<file path="config.mk">
export PLATFORM = sky130hd
export DESIGN_NAME = cnu_minsum_ppl
export DESIGN_NICKNAME = d
export VERILOG_FILES = /design/src/rtl/cnu_minsum_ppl.sv
export SDC_FILE = /design/constraint.sdc
export NUM_CORES = 1
export LEC_CHECK = 0
export CORE_AREA = 2 2 111 124
export CTS_CLUSTER_DIAMETER = 100
export DETAILED_ROUTE_END_ITERATION = 10
export DIE_AREA = 0 0 113 126
export PLACE_DENSITY = 0.83
export REMOVE_ABC_BUFFERS = 1
export SLEW_MARGIN = 20
export SYNTH_ARGS = -nofsm -noshare
export SYNTH_HDL_FRONTEND = slang
export SYNTH_SLANG_ARGS = --single-unit
</file>
<file path="constraint.sdc">
create_clock -name clk -period 2.5 [get_ports clk]
set_input_delay 0.25 -clock clk [delete_from_list [all_inputs] [get_ports clk]]
set_output_delay 0.25 -clock clk [all_outputs]
set_load 0.02 [all_outputs]
</file>
<file path="src/rtl/cnu_minsum_ppl.sv">
// cnu_minsum_ppl -- pipelined min-sum check-node core.
//
// Takes one row of D sign-magnitude variable-to-check messages per en-high
// cycle. It returns the smallest and second-smallest active magnitudes, both
// offset-corrected, together with the index of the smallest, the XOR of the
// active signs and the per-input sign vector.
// Pipeline: stage 0 (mask + pairing), M = clog2(ceil(D/2)) merge stages and
// one output stage. Latency is M + 2 en-high cycles.
//
// Ports:
//   clk        rising-edge clock
//   rst        asynchronous active-low reset, clears every register
//   en         pipeline advance; low freezes every register
//   in_valid   qualifies in/deg when en is high
//   in         D messages, message i at [data_w*i +: data_w], MSB = sign
//   deg        run-time row degree, clamped to [2, D]
//   out_valid  result valid
//   min/min2   smallest / second-smallest active magnitude minus OFFSET (sat 0)
//   min_idx    index of the smallest active magnitude (lowest index on ties)
//   sign_prod  XOR of active signs
//   signs      per-input signs, masked positions read 0
module cnu_minsum_ppl #(
  parameter int data_w = 8,
  parameter int idx_w  = 8,
  parameter int D      = 5,
  parameter int OFFSET = 0
) (
  input  logic                 clk,
  input  logic                 rst,
  input  logic                 en,
  input  logic                 in_valid,
  input  logic [data_w*D-1:0]  in,
  input  logic [idx_w-1:0]     deg,
  output logic                 out_valid,
  output logic [data_w-2:0]    min,
  output logic [data_w-2:0]    min2,
  output logic [idx_w-1:0]     min_idx,
  output logic                 sign_prod,
  output logic [D-1:0]         signs
);

  localparam int MAG_W = data_w - 1;
  localparam int P     = (D + 1) / 2;   // pairs formed at stage 0
  localparam int M     = $clog2(P);     // merge stages

  // Node count of pipeline level l (level 0 = registered pairs).
  function automatic int lvl_cnt(input int l);
    int n;
    n = P;
    for (int i = 0; i < l; i++) n = (n + 1) / 2;
    return n;
  endfunction

  // Position of level l's first node in the flattened node array.
  function automatic int lvl_off(input int l);
    int s;
    s = 0;
    for (int i = 0; i < l; i++) s += lvl_cnt(i);
    return s;
  endfunction

  localparam int TOT = lvl_off(M + 1);

  typedef struct packed {
    logic [MAG_W-1:0] m1;
    logic [MAG_W-1:0] m2;
    logic [idx_w-1:0] idx;
  } pair_t;

  // Side a always carries the lower indices, so a tie keeps a as the winner.
  function automatic pair_t merge(input pair_t a, input pair_t b);
    pair_t r;
    if (b.m1 < a.m1) begin
      r.m1  = b.m1;
      r.idx = b.idx;
      r.m2  = (a.m1 < b.m2) ? a.m1 : b.m2;
    end else begin
      r.m1  = a.m1;
      r.idx = a.idx;
      r.m2  = (b.m1 < a.m2) ? b.m1 : a.m2;
    end
    return r;
  endfunction

  function automatic logic [MAG_W-1:0] sub_off(input logic [MAG_W-1:0] m);
    return (m > MAG_W'(OFFSET)) ? m - MAG_W'(OFFSET) : '0;
  endfunction

  // ---------------- stage 0: degree clamp, masking, pairing ----------------
  logic [idx_w-1:0] deg_c;

  // NOTE: every always_comb output gets a default first so no path can leave
  // it unassigned, which would otherwise infer a latch.
  always_comb begin
    deg_c = deg;
    if (deg < idx_w'(2))      deg_c = idx_w'(2);
    else if (deg > idx_w'(D)) deg_c = idx_w'(D);
  end

  logic [MAG_W-1:0] mag [2*P];
  logic [D-1:0]     sgn0;

  for (genvar i = 0; i < D; i++) begin : g_mask
    logic act;
    assign act     = idx_w'(i) < deg_c;
    assign mag[i]  = act ? in[data_w*i +: MAG_W] : '1;
    assign sgn0[i] = act & in[data_w*i + MAG_W];
  end

  // Odd degree: the last input is paired with an all-ones filler at index D.
  if (D % 2 == 1) begin : g_filler
    assign mag[D] = '1;
  end

  pair_t pipe_d [TOT];
  pair_t pipe_q [TOT];

  for (genvar k = 0; k < P; k++) begin : g_pair
    localparam int A = 2 * k;
    localparam int B = 2 * k + 1;
    assign pipe_d[k] = (mag[B] < mag[A]) ? pair_t'{mag[B], mag[A], idx_w'(B)}
                                         : pair_t'{mag[A], mag[B], idx_w'(A)};
  end

  // ---------------- merge tree ----------------
  for (genvar l = 1; l <= M; l++) begin : g_lvl
    localparam int N_IN  = lvl_cnt(l - 1);
    localparam int O_IN  = lvl_off(l - 1);
    localparam int O_OUT = lvl_off(l);
    for (genvar j = 0; j < lvl_cnt(l); j++) begin : g_node
      if (2 * j + 1 < N_IN) begin : g_merge
        assign pipe_d[O_OUT+j] = merge(pipe_q[O_IN+2*j], pipe_q[O_IN+2*j+1]);
      end else begin : g_pass
        assign pipe_d[O_OUT+j] = pipe_q[O_IN+2*j];
      end
    end
  end

  // ---------------- registers ----------------
  logic         v_q  [M+1];
  logic         sp_q [M+1];
  logic [D-1:0] sg_q [M+1];

  // NOTE: the data pipeline is reset along with the valid bits, so an
  // asserted reset leaves no stale row anywhere, not just on the outputs.
  always_ff @(posedge clk or negedge rst) begin
    if (!rst) begin
      pipe_q    <= '{default: '0};
      v_q       <= '{default: 1'b0};
      sp_q      <= '{default: 1'b0};
      sg_q      <= '{default: '0};
      out_valid <= 1'b0;
      min       <= '0;
      min2      <= '0;
      min_idx   <= '0;
      sign_prod <= 1'b0;
      signs     <= '0;
    end else if (en) begin
      // NOTE: non-blocking assignments let every stage sample the previous
      // stage's old value, which is what makes this a pipeline.
      pipe_q  <= pipe_d;
      v_q[0]  <= in_valid;
      sp_q[0] <= ^sgn0;
      sg_q[0] <= sgn0;
      for (int l = 1; l <= M; l++) begin
        v_q[l]  <= v_q[l-1];
        sp_q[l] <= sp_q[l-1];
        sg_q[l] <= sg_q[l-1];
      end
      out_valid <= v_q[M];
      min       <= sub_off(pipe_q[TOT-1].m1);
      min2      <= sub_off(pipe_q[TOT-1].m2);
      min_idx   <= pipe_q[TOT-1].idx;
      sign_prod <= sp_q[M];
      signs     <= sg_q[M];
    end
  end

endmodule

</file>
==> impl_metrics.prom <==
# TYPE chip_impl_metric gauge
chip_impl_info{name="outcome",value="finished with violations"} 1
chip_impl_info{name="failed_checks",value="DRC, setup timing"} 1
chip_impl_metric{name="drt_pre_antenna_iters",unit=""} 8
chip_impl_metric{name="antenna_cells",unit=""} 0
chip_impl_metric{name="required",unit="ns"} 2.83
chip_impl_info{name="rsz0062_at_grt",value="true"} 1
chip_impl_metric{name="num_vias",unit=""} 6181
chip_impl_metric{name="final_period_minus_worst_setup_slack",unit="ns"} 2.783
chip_impl_info{name="ctsRootBufferMaster",value="sky130_fd_sc_hd__clkbuf_16"} 1
chip_impl_metric{name="numClockSinks",unit=""} 124
chip_impl_info{name="crit_path_start_kind",value="input port"} 1
chip_impl_metric{name="route.detailed.drc",unit=""} 4
chip_impl_metric{name="cts_buffer_depth",unit=""} 2
chip_impl_info{name="crit_path_start",value="deg[4]"} 1
chip_impl_info{name="synth_top_flop_cell",value="sky130_fd_sc_hd__dfrtp_1"} 1
chip_impl_metric{name="coreArea",unit="sq um"} 12990
chip_impl_metric{name="timing.critical_path.slowest_cell_delay",unit="ns"} 0.53
chip_impl_info{name="critPathKind",value="input port to flop"} 1
chip_impl_metric{name="clock_tree.htree_level_count",unit=""} 4
chip_impl_info{name="critPathTopFamily",value="simple AND/OR/NAND/NOR gates"} 1
chip_impl_metric{name="synth-simple-area-share",unit="%"} 11.95
chip_impl_metric{name="wl_per_cell",unit="um"} 20.58
chip_impl_info{name="critical_path.cell_chain",value="buf_2, or4_4, or3_4, buf_4, nand2b_1, ha_4, o221ai_4, nor2_4, a2111oi_4, buf_4, nand3_1, o221ai_2"} 1
chip_impl_metric{name="timing.reg2reg.setup_slack",unit="ns"} 0.19
chip_impl_metric{name="drt.antenna.violating_nets",unit=""} 0
chip_impl_metric{name="synth_compound_gate_area_share",unit="%"} 16.52
chip_impl_metric{name="fillers",unit=""} 877
chip_impl_metric{name="synth-edff-count",unit=""} 0
chip_impl_metric{name="rows",unit=""} 44
chip_impl_metric{name="die_width",unit="um"} 113
chip_impl_metric{name="dp_cells",unit=""} 921
chip_impl_metric{name="max_slew_margin",unit="%"} 56.69
chip_impl_metric{name="timing.final.max_slew_violations",unit=""} 0
chip_impl_metric{name="layoutNonFillerInstCount",unit=""} 966
chip_impl_metric{name="synth.avg_cell_area",unit="sq um"} 10.27
chip_impl_info{name="critical_path_s_most_frequent_cell",value="sky130_fd_sc_hd__buf_4"} 1
chip_impl_metric{name="timing.critical_path.fanout_max",unit=""} 8
chip_impl_metric{name="first_global_vias",unit=""} 6151
chip_impl_info{name="worstHoldPathType",value="input port to asynchronous set/reset pin"} 1
chip_impl_metric{name="r2r_cells",unit=""} 8
chip_impl_metric{name="setup_slack",unit="ns"} -0.2826
chip_impl_metric{name="power.density_cell_area",unit="nW/um^2"} 940.1
chip_impl_metric{name="achievable-frequency",unit="MHz"} 359.4
chip_impl_metric{name="post_drt_via_cell_ratio",unit=""} 6.399
chip_impl_metric{name="nNetsFinal",unit=""} 892
chip_impl_metric{name="grtUsageTotal",unit="%"} 27.60
chip_impl_metric{name="synthXorXnorAreaFrac",unit="%"} 0.3750
chip_impl_metric{name="timing.setup.tns",unit="ns"} -2.866
chip_impl_metric{name="drt_wirelength",unit="mm"} 19.88
chip_impl_metric{name="yosys_reg_bits",unit=""} 124
chip_impl_metric{name="die_area",unit="sq um"} 14240
chip_impl_metric{name="cts_inserted_buffers",unit=""} 17
chip_impl_info{name="r2r-start",value="pipe_q[35]"} 1
chip_impl_metric{name="synthMuxAreaShare",unit="%"} 12.32
chip_impl_metric{name="setup-violations-final",unit=""} 15
chip_impl_metric{name="postLayoutCellArea",unit="sq um"} 9149
chip_impl_metric{name="grt_antenna_before_repair",unit=""} 0
chip_impl_metric{name="die_height",unit="um"} 126
chip_impl_info{name="synth_area_leader_cell",value="sky130_fd_sc_hd__dfrtp_1"} 1
chip_impl_metric{name="yosys_warnings",unit=""} 0
chip_impl_metric{name="synthesis.instances",unit=""} 682
chip_impl_info{name="cp-end-kind",value="flop"} 1
chip_impl_metric{name="critPathBufInv",unit=""} 3
chip_impl_metric{name="mappedNetlistArea",unit="sq um"} 7007
chip_impl_metric{name="area.growth.synth_to_final",unit="%"} 30.57
chip_impl_metric{name="synth-adder-area-share",unit="%"} 8.571
chip_impl_metric{name="grt_overflow_total",unit=""} 0
chip_impl_info{name="worst_setup_path_endpoint",value="pipe_q[105]"} 1
chip_impl_metric{name="numPortBuffers",unit=""} 75
chip_impl_metric{name="dr.first_iter.drc_count",unit=""} 484
chip_impl_metric{name="grt_max_degree",unit=""} 76
chip_impl_info{name="post_synth_main_area_contributors",value="sky130_fd_sc_hd__dfrtp_1 44%, sky130_fd_sc_hd__ha_1 8.6%, sky130_fd_sc_hd__mux2_2 8.0%, sky130_fd_sc_hd__mux2i_1 4.3%, sky130_fd_sc_hd__nand3_1 4.1%"} 1
chip_impl_metric{name="yosysTopAreaCellShare",unit="%"} 44.29
chip_impl_metric{name="synth_cell_types",unit=""} 48
chip_impl_metric{name="timing.critical_path.depth",unit=""} 12
chip_impl_metric{name="ys_seq_area_share",unit="%"} 44.29
chip_impl_metric{name="fin_skew",unit="ns"} 0.008293
chip_impl_info{name="reg2reg_to",value="pipe_q[8]"} 1
chip_impl_info{name="largest_family_of_logic_cells_by_synthesized_area",value="compound AO/OA/AOI/OAI gates"} 1
chip_impl_metric{name="asyncSetResetFlopFracSynth",unit="%"} 100.0
chip_impl_metric{name="pre_cts_slack",unit="ns"} -1.075
chip_impl_metric{name="report.power.total",unit="uW"} 8601
chip_impl_metric{name="start_util",unit="%"} 53.93
chip_impl_metric{name="io-pin-count",unit=""} 81
chip_impl_metric{name="place.gp.congestion",unit=""} 0.9651
chip_impl_metric{name="clkSlewWorstSetupHoldPaths",unit="ns"} 0.06
chip_impl_metric{name="drv_cap",unit=""} 0
chip_impl_metric{name="p_leak",unit="uW"} 0.004070
chip_impl_metric{name="dpl.hpwl",unit="mm"} 12.69
chip_impl_metric{name="worst_vdd_drop",unit="uV"} 533.4
chip_impl_info{name="cpMaxStageDelayCell",value="sky130_fd_sc_hd__or4_4"} 1
chip_impl_metric{name="worst_pin_slew",unit="ns"} 0.6496
chip_impl_metric{name="final_hold_fails",unit=""} 0
chip_impl_metric{name="crit_arrival",unit="ns"} 3.11
chip_impl_metric{name="grt_pass1_wl",unit="mm"} 31.15
chip_impl_metric{name="post_route_cells_drive_above_1_share",unit="%"} 23.35
chip_impl_info{name="cts_tree",value="yes"} 1
chip_impl_metric{name="worst_skew_pair.late_latency",unit="ns"} 0.43
chip_impl_metric{name="placedInstanceArea",unit="sq um"} 8147
chip_impl_metric{name="period_share",unit="%"} 111.3
[kinds of logic after synthesis]
kind of cell	after synthesis
compound gates	163
simple gates	161
flops	124
buf+inv	102
mux	80
fa+ha+maj	48
xor+xnor	3
other cells	1
[placed cells by master (no fill, tap or decap), types with 3 or more instances in the layout]
cell type	instances
sky130_fd_sc_hd__nor2_1	20
sky130_fd_sc_hd__clkbuf_16	17
sky130_fd_sc_hd__o2111ai_1	14
sky130_fd_sc_hd__clkinv_2	3
sky130_fd_sc_hd__inv_1	55
sky130_fd_sc_hd__ha_1	42
sky130_fd_sc_hd__nand3_1	54
sky130_fd_sc_hd__dfrtp_1	124
sky130_fd_sc_hd__o21a_1	14
sky130_fd_sc_hd__nand2_1	19
sky130_fd_sc_hd__mux2i_1	30
sky130_fd_sc_hd__buf_12	3
sky130_fd_sc_hd__xnor2_1	3
sky130_fd_sc_hd__or2b_1	3
sky130_fd_sc_hd__o22ai_1	3
sky130_fd_sc_hd__and3_1	3
sky130_fd_sc_hd__bufinv_16	4
sky130_fd_sc_hd__inv_6	3
sky130_fd_sc_hd__o31ai_1	3
sky130_fd_sc_hd__o22a_1	7
sky130_fd_sc_hd__nor2_2	5
sky130_fd_sc_hd__a21oi_1	19
sky130_fd_sc_hd__ha_4	6
sky130_fd_sc_hd__a21o_1	7
sky130_fd_sc_hd__nor2b_1	8
sky130_fd_sc_hd__a31oi_1	19
sky130_fd_sc_hd__clkdlybuf4s50_1	69
sky130_fd_sc_hd__o221ai_2	11
sky130_fd_sc_hd__nor2_4	3
sky130_fd_sc_hd__nand2b_1	17
sky130_fd_sc_hd__o21ai_0	30
sky130_fd_sc_hd__o21ai_1	3
sky130_fd_sc_hd__buf_4	55
sky130_fd_sc_hd__o221ai_1	18
sky130_fd_sc_hd__mux2_2	50
sky130_fd_sc_hd__nand4_1	15
sky130_fd_sc_hd__conb_1	5
[cell usage after synthesis, drive strengths merged, types with 2 or more instances]
| cell type | n |
|---|---|
| ha | 48 |
| nand2 | 21 |
| nand3 | 57 |
| nor2b | 9 |
| o2111ai | 14 |
| o31ai | 4 |
| clkbuf | 35 |
| a21o | 7 |
| o22a | 7 |
| and3 | 3 |
| inv | 55 |
| o221ai | 30 |
| a31o | 2 |
| or2b | 3 |
| xnor2 | 3 |
| mux2 | 50 |
| nand2b | 18 |
| and2 | 2 |
| o21a | 14 |
| dfrtp | 124 |
| mux2i | 30 |
| o22ai | 3 |
| nor2 | 28 |
| a31oi | 19 |
| buf | 12 |
| o211ai | 2 |
| o21ai | 33 |
| nand4 | 15 |
| a21oi | 22 |
[area by class of cell]
| cell class | count | area (sq um) | share of cell area (%) |
|---|---|---|---|
| multi-input cells | 461 | 3782 | 41.34 |
| well taps | 161 | 201.4 | 2.202 |
| clock inverters | 13 | 186.4 | 2.038 |
| flip-flops and latches | 124 | 3103 | 33.92 |
| inverters | 55 | 206.4 | 2.257 |
| clock buffers | 19 | 452.9 | 4.951 |
| repair buffers | 133 | 1216 | 13.29 |
[sequential cells by signal (all words and copies together) (netlist names)]
name,cells
min,7
min2,7
min_idx,3
out_valid,1
pipe_d,8
pipe_q,71
sg_q,15
sign_prod,1
signs,5
sp_q,3
v_q,3
[layer usage]
layer | GRT usage (%) | part of all wire [%] | routed length [um]
met1 | 32.45 | 37 | 7442
met2 | 46.92 | 50 | 10010
met3 | 5.967 | 6.7 | 1329
met4 | 15.21 | 5.5 | 1098
met5 | 0 | 0 | 0
[worst min path at each step]
stage / start / end / slack, ns
6_report: rst / min2[1] / 0.33
3_5_place_dp: rst / min2[1] / 0.25
2_1_floorplan: rst / min2[0] / -0.05
4_1_cts: en / pipe_q[63] / 0.33
3_3_place_gp: rst / min2[4] / 0.24
5_1_grt: en / sg_q[14] / 0.35
[where the power goes]
| part | internal (uW) | switching (uW) |
|---|---|---|
| sequential | 2560 | 416 |
| combinational | 1420 | 1570 |
| clock | 1720 | 923 |
[per-stage QoR]
step | utilization [%] | hold WS [ns]
final | 70.42 | 0.3261
after CTS | 69.42 | 0.3267
after global routing | 70.42 | 0.3542
after floorplan | - | -0.04559
after global placement | 62.70 | 0.2361
after detailed placement | 62.70 | 0.2486
[repair_timing]
item	4_1_cts	5_1_grt
gates cloned	1	0
setup endpoints to repair	15	15
resized for setup	38	16
pin swaps	12	11
endpoints found under the hold margin	35	0
setup buffers	10	1
hold buffers	1	0
Note: power is estimated with default switching activity, not from simulation.
==> RTL edit: new RTL, config.mk and constraints unchanged <==
Put one more register stage on the output `min2`, cleared by the reset. The value now appears one clock later. The other outputs are not delayed to match.
--- a/src/rtl/cnu_minsum_ppl.sv
+++ b/src/rtl/cnu_minsum_ppl.sv
@@ -43,4 +43,6 @@
   localparam int P     = (D + 1) / 2;   // pairs formed at stage 0
   localparam int M     = $clog2(P);     // merge stages
+
+  logic [data_w-2:0] min2_s0;
 
   // Node count of pipeline level l (level 0 = registered pairs).
@@ -152,5 +154,5 @@
       out_valid <= 1'b0;
       min       <= '0;
-      min2      <= '0;
+      min2_s0   <= '0;
       min_idx   <= '0;
       sign_prod <= 1'b0;
@@ -170,5 +172,5 @@
       out_valid <= v_q[M];
       min       <= sub_off(pipe_q[TOT-1].m1);
-      min2      <= sub_off(pipe_q[TOT-1].m2);
+      min2_s0   <= sub_off(pipe_q[TOT-1].m2);
       min_idx   <= pipe_q[TOT-1].idx;
       sign_prod <= sp_q[M];
@@ -177,4 +179,12 @@
   end
 
+  always_ff @(posedge clk or negedge rst) begin
+    if (!rst) begin
+      min2 <= '0;
+    end else begin
+      min2 <= min2_s0;
+    end
+  end
+
 endmodule
 
Check against the original RTL: not equivalent (Yosys sat finds a counterexample within 10 cycles, from zero or initial values and one cycle with rst low).
==> RTL edit against the unedited design <==
- the run still ends with DRC, setup timing left
- total power hardly changed
- largest power group is now sequential cells
- area after synthesis shrank 1.3%
- highest routed layer unchanged
- wire length shrank 15%
- sequential cell count up 7
- sequential share of layout area up 2.4 points
- combinational power down 7.0%
- count of clock-buffer cells in the layout increased by 1
- design area shrank 1.3%
- setup slack gained 250 ps
- worst hold slack got worse by 29 ps
- die area did not move
==> RTL edit: results (changes against the unedited design) <==
outcome finished, violations left (unchanged); failing checks DRC, setup timing (unchanged); Net Sw Power 2.71 mW (was 2.90 mW); slew of the pin with the lowest slew margin 706 ps (was 650 ps); PostCTS Resize Cnt 32 (was 38); met2 WL 9.01 mm (was 10.0 mm); worst setup margin -36.3 ps (was -283 ps); Worst setup endpoint pipe_q[101] (was pipe_q[105]); DR WL met3 871 µm (was 1.33 mm); drt pass-1 iters 9 (was 8); detailed placer's ending HPWL 11.1 mm (was 12.7 mm); DRC Markers 4 (unchanged); synth unique cells 49 (was 48); number of nets in the layout 829 (was 892); vias in the first global route 5399 (was 6151); met3 Use GR 5.15% (was 5.97%); DRT met1 WL 6.50 mm (was 7.44 mm); Peak VDD IR 0.408 mV (was 0.533 mV); Worst EP arrival 2870 ps (was 3110 ps); Fill cells 883 (was 877); worst reg-to-reg path cell count 7 (was 8); initial DRC count 422 (was 484); Seq/total area 36.3% (was 33.9%); clock skew 5.22 ps (was 8.29 ps); CLK BUF 20 (was 19); R2R Path End pipe_q[53] (was pipe_q[8]); Non-clk invs 47 (was 55); Reg-to-Reg Start pipe_q[108] (was pipe_q[35]); area of the multi-input gates 0.00351 mm² (was 0.00378 mm²); Finish-stage setup viols 3 (was 15); R2R Setup Slk 70 ps (was 190 ps); total track usage 24.0% (was 27.6%); most frequent cells after synthesis dfrtp_1, mux2i_1, mux2_2 (was dfrtp_1, nand3_1, inv_1); first-pass GRT wire length 27.0 mm (was 31.1 mm); routed len/inst 18.8 µm (was 20.6 µm); Post-CTS Setup Inserts 11 (was 10)
## RTL edit: power groups by stage
stage	clock network [mW]	logic (mW)	registers, mW
floorplan	0	1.44	3.18
global placement	0	2.45	3.07
detailed placement	0	2.58	3.11
CTS	2.76	2.67	3.08
global route	2.86	2.98	3.15
finish	2.74	2.77	3.09
## RTL edit: critical path: stages
cell and delay (ps):
buf_6 90, or4_4 560, buf_6 150, nor3_4 130, buf_6 170, nor2_4 40, inv_2 70, ha_4 200
buf_6 110, a21oi_4 120, o22ai_2 110, nor2_2 130, o31ai_4 100, buf_6 160, mux2_4 300, mux2i_1 160
## RTL edit: how the worst min path moves through the flow
stage / end / from / slack, ps / cells past startpoint
global placement: min[0] / rst / 340 / 1
detailed placement: min_idx[1] / rst / 350 / 1
finish: pipe_q[18] / en / 300 / 2
floorplan: min2[0] / rst / -50 / 0
CTS: pipe_q[18] / en / 290 / 2
global route: pipe_q[16] / en / 310 / 2
## RTL edit: cell families (layout without fill, tap and decap cells)
family	Yosys count	in the layout	synth area share (%)
flops	131	131	47.4
mux	127	127	19.7
compound gates	123	123	12.1
simple gates	98	98	6.76
buf+inv	83	207	4.96
fa+ha+maj	48	48	8.68
xor+xnor	3	3	0.380
other cells	1	5	0.0542
## RTL edit: metrics by stage
| stage | cell area (µm²) | instances | utilization [%] | hold WS [ps] | TNS [ps] |
|---|---|---|---|---|---|
| final | 9030 | 903 | 69.5 | 297 | -56.8 |
| after global routing | 9030 | 903 | 69.5 | 314 | -1480 |
| after CTS | 8860 | 902 | 68.2 | 290 | -20.0 |
| after detailed placement | 8040 | 858 | 61.9 | 349 | -17890 |
| after global placement | 8040 | 858 | 61.9 | 338 | -15970 |
| after floorplan | 6770 | 582 | - | -45.6 | -10150 |
